==> src/rtl/dmem_stall_responder_if.sv <==
// Load/store bus between the MEM stage (master) and the multi-cycle data memory (slave).
// Handshake: the master holds req_i and its payload until rvalid_o; busy_o stalls the pipe.
interface dmem_stall_responder_if;
  logic        req_i;
  logic        we_i;
  logic [31:0] addr_i;
  logic [31:0] wdata_i;
  logic        busy_o;
  logic        rvalid_o;
  logic [31:0] rdata_o;
  logic        err_o;

  modport master (
    output req_i, we_i, addr_i, wdata_i,
    input  busy_o, rvalid_o, rdata_o, err_o
  );

  modport slave (
    input  req_i, we_i, addr_i, wdata_i,
    output busy_o, rvalid_o, rdata_o, err_o
  );
endinterface

==> src/rtl/dmem_stall_responder.sv <==
// Multi-cycle data memory for the MEM stage: accepts one word access, stalls the pipe via
// busy_o for LATENCY+1 cycles, then pulses rvalid_o (with err_o for misaligned/out-of-range).
module dmem_stall_responder #(
  parameter int DEPTH_WORDS = 128,
  parameter int LATENCY     = 3
) (
  input  logic                        clk_i,
  input  logic                        rst_n,
  dmem_stall_responder_if.slave       bus,
  output logic [1:0]                  dbg_state_o
);

  localparam int          IDXW     = (DEPTH_WORDS > 1) ? $clog2(DEPTH_WORDS) : 1;
  localparam logic [31:0] DEPTH_U  = 32'(DEPTH_WORDS);
  localparam logic [3:0]  CNT_INIT = 4'(LATENCY - 1);

  localparam logic [1:0] S_IDLE = 2'd0;
  localparam logic [1:0] S_WAIT = 2'd1;
  localparam logic [1:0] S_DONE = 2'd2;

  logic [1:0]      state_q, state_d;
  logic [3:0]      cnt_q, cnt_d;
  logic [IDXW-1:0] idx_q, idx_d;
  logic            we_q, we_d;
  logic [31:0]     wdata_q, wdata_d;
  logic            err_q, err_d;
  logic [31:0]     rdata_q, rdata_d;
  logic            mem_we;
  logic            busy;
  logic            fault;

  logic [31:0] mem_q [DEPTH_WORDS];

  // Out-of-range is judged on the full word index, not the truncated one used for storage.
  assign fault = (bus.addr_i[1:0] != 2'b00) || ({2'b00, bus.addr_i[31:2]} >= DEPTH_U);

  always_comb begin
    state_d = state_q;
    cnt_d   = cnt_q;
    idx_d   = idx_q;
    we_d    = we_q;
    wdata_d = wdata_q;
    err_d   = err_q;
    rdata_d = rdata_q;
    mem_we  = 1'b0;
    busy    = 1'b0;
    case (state_q)
      S_IDLE: begin
        busy = bus.req_i;
        if (bus.req_i) begin
          if (fault) begin
            err_d   = 1'b1;
            rdata_d = 32'h0;
            state_d = S_DONE;
          end else begin
            err_d   = 1'b0;
            we_d    = bus.we_i;
            idx_d   = bus.addr_i[IDXW+1:2];
            wdata_d = bus.wdata_i;
            cnt_d   = CNT_INIT;
            state_d = S_WAIT;
          end
        end
      end
      S_WAIT: begin
        busy = 1'b1;
        if (cnt_q != 4'd0) begin
          cnt_d = cnt_q - 4'd1;
        end else begin
          state_d = S_DONE;
          if (we_q) mem_we  = 1'b1;
          else      rdata_d = mem_q[idx_q];
        end
      end
      S_DONE:  state_d = S_IDLE;
      default: state_d = S_IDLE;
    endcase
  end

  always_ff @(posedge clk_i or negedge rst_n) begin
    if (!rst_n) begin
      state_q <= S_IDLE;
      cnt_q   <= 4'd0;
      idx_q   <= '0;
      we_q    <= 1'b0;
      wdata_q <= 32'h0;
      err_q   <= 1'b0;
      rdata_q <= 32'h0;
    end else begin
      state_q <= state_d;
      cnt_q   <= cnt_d;
      idx_q   <= idx_d;
      we_q    <= we_d;
      wdata_q <= wdata_d;
      err_q   <= err_d;
      rdata_q <= rdata_d;
    end
  end

  // Storage is deliberately not reset; an access cut short by reset never reaches here.
  always_ff @(posedge clk_i) begin
    if (mem_we) mem_q[idx_q] <= wdata_q;
  end

  // busy is gated by rst_n so a request held during reset does not stall the pipe.
  assign bus.busy_o   = busy & rst_n;
  assign bus.rvalid_o = (state_q == S_DONE);
  assign bus.err_o    = (state_q == S_DONE) & err_q;
  assign bus.rdata_o  = rdata_q;
  assign dbg_state_o  = state_q;

endmodule

==> src/flat_wrapper.sv <==
// flat-port wrapper written by rule: the top's interface ports become plain ports
module dmem_stall_responder_flat 
#(
  parameter int DEPTH_WORDS = 128,
  parameter int LATENCY     = 3
)
  (clk_i, rst_n, dbg_state_o, bus_req_i, bus_we_i, bus_addr_i, bus_wdata_i, bus_busy_o, bus_rvalid_o, bus_rdata_o, bus_err_o);
  dmem_stall_responder_if bus_i ();
  input  logic clk_i;
  input  logic rst_n;
  output logic [1:0] dbg_state_o;
  input wire logic [$bits(bus_i.req_i)-1:0] bus_req_i;
  input wire logic [$bits(bus_i.we_i)-1:0] bus_we_i;
  input wire logic [$bits(bus_i.addr_i)-1:0] bus_addr_i;
  input wire logic [$bits(bus_i.wdata_i)-1:0] bus_wdata_i;
  output wire logic [$bits(bus_i.busy_o)-1:0] bus_busy_o;
  output wire logic [$bits(bus_i.rvalid_o)-1:0] bus_rvalid_o;
  output wire logic [$bits(bus_i.rdata_o)-1:0] bus_rdata_o;
  output wire logic [$bits(bus_i.err_o)-1:0] bus_err_o;
  assign bus_i.req_i = bus_req_i;
  assign bus_i.we_i = bus_we_i;
  assign bus_i.addr_i = bus_addr_i;
  assign bus_i.wdata_i = bus_wdata_i;
  assign bus_busy_o = bus_i.busy_o;
  assign bus_rvalid_o = bus_i.rvalid_o;
  assign bus_rdata_o = bus_i.rdata_o;
  assign bus_err_o = bus_i.err_o;
  dmem_stall_responder #(.DEPTH_WORDS(DEPTH_WORDS), .LATENCY(LATENCY)) u_core (.clk_i(clk_i), .rst_n(rst_n), .bus(bus_i), .dbg_state_o(dbg_state_o));
endmodule
==> config.mk <==
export PLATFORM = sky130hd
export DESIGN_NAME = dmem_stall_responder_flat
export DESIGN_NICKNAME = d
export VERILOG_FILES = /design/src/rtl/dmem_stall_responder_if.sv /design/src/rtl/dmem_stall_responder.sv /design/src/flat_wrapper.sv
export SDC_FILE = /design/constraint.sdc
export NUM_CORES = 2
export LEC_CHECK = 0
export BUFFER_PORTS_ARGS = -buffer_cell sky130_fd_sc_hd__buf_2
export CORE_MARGIN = 2
export CORE_UTILIZATION = 68
export CTS_CLUSTER_SIZE = 28
export DETAILED_ROUTE_END_ITERATION = 7
export MAX_ROUTING_LAYER = met4
export PLACE_DENSITY = 0.82
export SLEW_MARGIN = 20
export SYNTH_ARGS = -nofsm -noshare
export SYNTH_HDL_FRONTEND = slang
export SYNTH_SLANG_ARGS = --single-unit
==> constraint.sdc <==
create_clock -name clk_i -period 8.85 [get_ports clk_i]
set_input_delay 0.885 -clock clk_i [delete_from_list [all_inputs] [get_ports clk_i]]
set_output_delay 0.885 -clock clk_i [all_outputs]
set_load 0.01 [all_outputs]
Word level (Yosys, flattened, before mapping) --
Memories as Yosys holds them, arrays and structs flattened. Index checks and enable logic that the tools add are counted.
Word-level totals: register bits 79, memory bits (writable) 4096, output and inout bits 37, word-level logic and storage cells 51, memories kept 1
Memories:
- u_core.mem_q | depth 128, width 32, read ports 1, clocked after Yosys merged registers in 0, write ports 1, line dmem_stall_responder.sv:32 | logic [31:0] mem_q [DEPTH_WORDS];
Cells by class: add/sub/neg operators 1, order comparisons 1, equality and inequality tests 8, multiplexer cells 20, bitwise logic cells 3, reduce and logical (&&, ||, !) cells 10
Operators by type and width (number):
- $mux 32 | 4
- $pmux 32 s2 | 1
- $ge 30x8->1 const B | 1
- $mux 4 | 3
- $ne 2x2->1 const B | 4
- $pmux 4 s2 | 1
- $mux 1 | 6
- $mux 2 | 3
- $reduce_and 5->1 | 1
- $ne 2x1->1 const B | 2
- $pmux 2 s2 | 1
- $reduce_and 2->1 | 2
- $reduce_and 4->1 | 1
- $reduce_bool 2->1 | 2
- $reduce_bool 4->1 | 1
- $sub 4x1->4 const B | 1
- $reduce_and 3->1 | 1
- $and 1x1->1 | 2
- $eq 2x1->1 const B | 1
- $eq 2x2->1 const B | 1
- $logic_not 2->1 | 1
- $pmux 1 s2 | 1
- $logic_or 1x1->1 | 1
- $not 1->1 | 1

Longest topological paths before layout --
depth after elaboration 5, depth in mapped cells 10, mapped depth without buffers 7

Worst setup path after synthesis --
OpenSTA, ideal clock, no wires.
kind reg-to-reg, start reg u_core.idx_q[0], end mem u_core.mem_q[105][0], enable pin, data arrival time 2.939 ns, setup slack 5.490 ns, cell stages (with the launch flop) 10, clock period less this slack 3.360 ns, path through dfrtp_1 buf_2 buf_6 buf_2 buf_4 inv_1 nor2_1 nand2_1 clkbuf_1 nor2_1
RTL lines:
- start, declared | line dmem_stall_responder.sv:23 | logic [IDXW-1:0] idx_q, idx_d;
- start signal, assigned | line dmem_stall_responder.sv:92 | idx_q <= idx_d;
- end, declared | line dmem_stall_responder.sv:32
No word-level cell before the write port.

Worst setup path in the final report --
start reg u_core.idx_q[0], end reg u_core.rdata_q[11], in the netlist u_core.bus.rdata_o[11]
Between the ends: word-level cells in the longest chain between the ends 4
Ends and longest elaborated chain:
- $mem_v2 128x32
- $mux 32 | line dmem_stall_responder.sv:71 | if (we_q) mem_we = 1'b1;
- $mux 32 | line dmem_stall_responder.sv:67 | if (cnt_q != 4'd0) begin
- $pmux 32 s2 | line dmem_stall_responder.sv:47 | case (state_q)
- end signal, assigned | line dmem_stall_responder.sv:96 | rdata_q <= rdata_d;
- end, declared | line dmem_stall_responder.sv:27 | logic [31:0] rdata_q, rdata_d;
Every way passes these cells. The select of a mux whose other input is x is not followed. A chain may end at the register's enable or synchronous reset.

==> results.txt <==
- Data arrives at the worst endpoint at 6.08 ns.
- IR analysis of the VDD net gives a maximum drop of roughly 0.00023 V.
- For this run, asynchronously set or reset flops after synthesis account for 1.89%.
- Summed over all cells, the static leakage comes to about 60 nW.
- Sequential-to-total area share from yosys stat: around 78%
* Total power after layout: around 38 mW
- From synthesis to final layout, the design area changed by 11.4%.
* Total core area: about 230000 µm²
- Storage cell area: 125000 µm²
- Average routed wire per standard cell: ~37 µm
- After layout, the worst setup slack is 3.60 ns.
- Entering global routing, the biggest net connects roughly 150 pins.
- Placer congestion estimate: ~0.89
- STA classifies the critical path endpoint as a register.
* WS Path Type: reg2reg
* Critical Path Start Type: register
- Global-route wire length before repair: approximately 640000 µm
- The final layout contains roughly 9100 nets.
- Area share of the largest cell type after synthesis: roughly three quarters
* Number of buffers created by CTS: about 400
* Main synth FF type: sky130_fd_sc_hd__edfxtp_1
- Measured along the y axis, the die boundary spans 490 µm.
- The initial antenna violation count was 38.
- Clock skew on the completed layout was measured at approximately 0.074 ns.
* Cell Area, Synth: around 160000 µm²
- Reg-to-reg slack, setup: 3.60 ns
- The count of nets left with antenna violations once routing finished came out at 0.
- Sorting the synthesized cells by how often they occur yields 4096 x sky130_fd_sc_hd__edfxtp_1, 2049 x sky130_fd_sc_hd__mux2i_1, 1024 x sky130_fd_sc_hd__o22ai_1.
* Number of maximum-capacitance constraint violations: 0
- The clock passes through at most 4 buffers.
- Critical-path maximum fanout: 116
- Number of cells in the design after placement: roughly 12000
* Final critical-path required period: 5.25 ns
- End-of-flow core utilization: around three quarters
- Initial DRC count: between 15000 and 20000
- CTS sink cnt: 4175
- The startpoint identified for the worst hold timing path is bus_wdata_i[3].
* Worst Reg-to-Reg Cells: 8
* Initial cell density of the core: about two thirds
- Dividing the synthesized area by the synthesized cell count gives 18.3 µm².
- Cell row count: around 180
- Measured along the x axis, the die boundary spans around 500 µm.
* Flops & latches, synth: 4175
* H-Tree Level Count: 5
- Setup repair after global routing left no endpoint under its margin.
* Clock insertion delay at the later pin of the skew report: 1.00 ns
* Sum of negative setup slack: 0 ns
- Post-CTS Setup Inserts: 0
* Area of the die: 240000 µm²
* # setup viols final: 0
- Of the cells placed in the final design, the portion with a size suffix greater than 1 is about an eighth.
- Dividing the detail-routed via count by the number of cells gives approximately 7.3.
- Total congestion overflow: 0
* Cell area power density: about 210 nW/µm²
- Total of buffers placed on input and output ports: 104
* Worst min-delay path category: in2reg
- Transition time of the tightest slew-check pin: 1.38 ns
* Most numerous cell in the Yosys netlist: sky130_fd_sc_hd__edfxtp_1
- Largest cells by area after synthesis: sky130_fd_sc_hd__edfxtp_1 77%, sky130_fd_sc_hd__mux2i_1 13%, sky130_fd_sc_hd__o22ai_1 4.0%, sky130_fd_sc_hd__o21ai_0 1.3%, sky130_fd_sc_hd__dfrtp_1 1.2%
* Post-synthesis cell type count: 35
- Final-report hold violation count: 0
- During I/O placement, the number of pins put on the boundary was approximately 110.
- EDFF count, synth: around 4100
* Post-DP HPWL: around 240000 µm
- In the routed design, unresolved DRC markers number 0.
- Clk slew on worst S/H paths: 0.06 ns
* TritonCTS clock tree: built
- DR vias: roughly 92000
- The number of global-route vias before repair came to 90300.
- Counting every instance in the synthesized netlist gives 8787.
* Number of nets in the synthesized netlist: 8857
* Total count of max-transition violations in the final report: 0
* Startpoint of the lowest-slack register-to-register path: u_core.idx_q[0]
* First-pass DRT Iterations: 8
- Total routing usage reported by global routing: roughly two fifths
* Max_slew headroom: 6.79%
* Multi-input logic area: 33600 µm²
* Result of the run: finished, final reports clean
- Count of warnings emitted by yosys: 0
- Fill cells: 11900
- For this run, the number of standard cells in the final layout without fillers is around 13000.
* Final critical-path share of the clock period: between 50% and 60%
- Summed over all instances, the cell type with the most area after synthesis is sky130_fd_sc_hd__edfxtp_1.
- Before CTS, the worst setup slack after placement is 3.95 ns.
- Wires add up to around 460000 µm.
- For the worst setup path, the data required time is ~9.7 ns.
- The critical path starts at u_core.idx_q[0].
- The worst hold path passes through 2 cells.
- Timing would allow up to around 190 MHz.
* CTS Root Buffer Type: sky130_fd_sc_hd__clkbuf_16
## stage by stage
step / hold WS (ns) / instance area (µm²)
final: 0.126 / 179000
after global routing: 0.123 / 179000
after CTS: 0.100 / 179000
after detailed placement: 0.497 / 166000
after global placement: 0.472 / 166000
after floorplan: 0.454 / 160000
## layout make-up
cell class              count  share of cell area (%)
flip-flops and latches   4175                    70.0
multi-input cells        4060                    18.8
clock buffers             512                    6.05
well taps                3150                    2.20
repair buffers            399                    1.82
clock inverters           209                    1.12
diodes                     28                  0.0392
inverters                   4                 0.00840
## cell families (layout without fill, tap and decap cells)
logic type                 count (synthesis)  after routing  share of synthesized area (%)
xor gates and xnor gates                   2              2                         0.0109
buffers and inverters                    552           1124                           1.90
adders and majority gates                  2              2                         0.0156
muxes                                   2088           2088                           13.1
and+or+nand+nor                          267            267                          0.734
AOI/OAI and AO/OA                       1701           1701                           6.41
other                                      0             28                              0
DFF                                     4175           4175                           77.9
## worst max-delay path: stages (launching register included)
cell                      delay [ns]
sky130_fd_sc_hd__dfrtp_4        0.93
sky130_fd_sc_hd__buf_12         0.58
sky130_fd_sc_hd__buf_12         0.60
sky130_fd_sc_hd__mux2i_1        0.32
sky130_fd_sc_hd__o22ai_1        0.12
sky130_fd_sc_hd__o21ai_0        0.88
sky130_fd_sc_hd__a41oi_1        0.31
sky130_fd_sc_hd__nor4_1         0.86
sky130_fd_sc_hd__o21ai_1        0.13
## routing by layer
metal / up-vias / routed length, µm / share of wire [%] / global-route usage, %
met5: - / 0 / 0 / -
met1: 45700 / 148000 / 32 / 49.1
li1: 36300 / - / - / -
met4: 0 / 34300 / 7.4 / 25.1
met3: 1647 / 69200 / 15 / 11.2
met2: 8351 / 209000 / 45 / 57.6
## state kept, by name, summed over array words and instances (netlist names)
name                cells
u_core.mem_q         4096
u_core.bus.rdata_o     32
u_core.wdata_q         32
u_core.idx_q            7
u_core.cnt_q            4
u_core.dbg_state_o      2
u_core.err_q            1
u_core.we_q             1
## cells in the final DEF, fill, tap and decap left out, types with 13 or more instances in the layout
cell type,n
sky130_fd_sc_hd__edfxtp_1,4096
sky130_fd_sc_hd__mux2i_1,2049
sky130_fd_sc_hd__o22ai_1,1024
sky130_fd_sc_hd__clkbuf_16,413
sky130_fd_sc_hd__o21ai_0,405
sky130_fd_sc_hd__buf_4,253
sky130_fd_sc_hd__o21ai_1,140
sky130_fd_sc_hd__nor2_4,129
sky130_fd_sc_hd__a41oi_1,109
sky130_fd_sc_hd__buf_2,103
sky130_fd_sc_hd__clkbuf_1,87
sky130_fd_sc_hd__clkinv_2,76
sky130_fd_sc_hd__clkinv_1,72
sky130_fd_sc_hd__nand2_1,47
sky130_fd_sc_hd__dfrtp_1,46
sky130_fd_sc_hd__mux2_2,39
sky130_fd_sc_hd__nor4_1,38
sky130_fd_sc_hd__bufinv_16,38
sky130_fd_sc_hd__buf_12,33
sky130_fd_sc_hd__dfrtp_4,33
sky130_fd_sc_hd__diode_2,28
sky130_fd_sc_hd__a41oi_2,19
sky130_fd_sc_hd__clkinvlp_4,13
## repair_timing
item                                   CTS  global route
hold buffers                             1             0
setup endpoints to repair                0             0
gates resized for setup                  0             0
endpoints found under the hold margin   19             0
## final timing paths
path,end
min in group asynchronous,u_core.bus.rdata_o[26]
hold reg to reg,u_core.cnt_q[0]
max in group asynchronous,u_core.wdata_q[1]
hold / removal,u_core.wdata_q[3]
setup reg to reg,u_core.bus.rdata_o[11]
setup / recovery,u_core.bus.rdata_o[11]
## where the power goes
group	internal, mW	total (mW)	switching [mW]	leakage, nW
clock network	9.72	16.9	7.17	6.28
registers	21.4	21.4	0.000542	29.2
logic	0.0149	0.0434	0.0284	26.0
total	31.1	38.3	7.20	61.5
(Power assumes the default switching activity.)
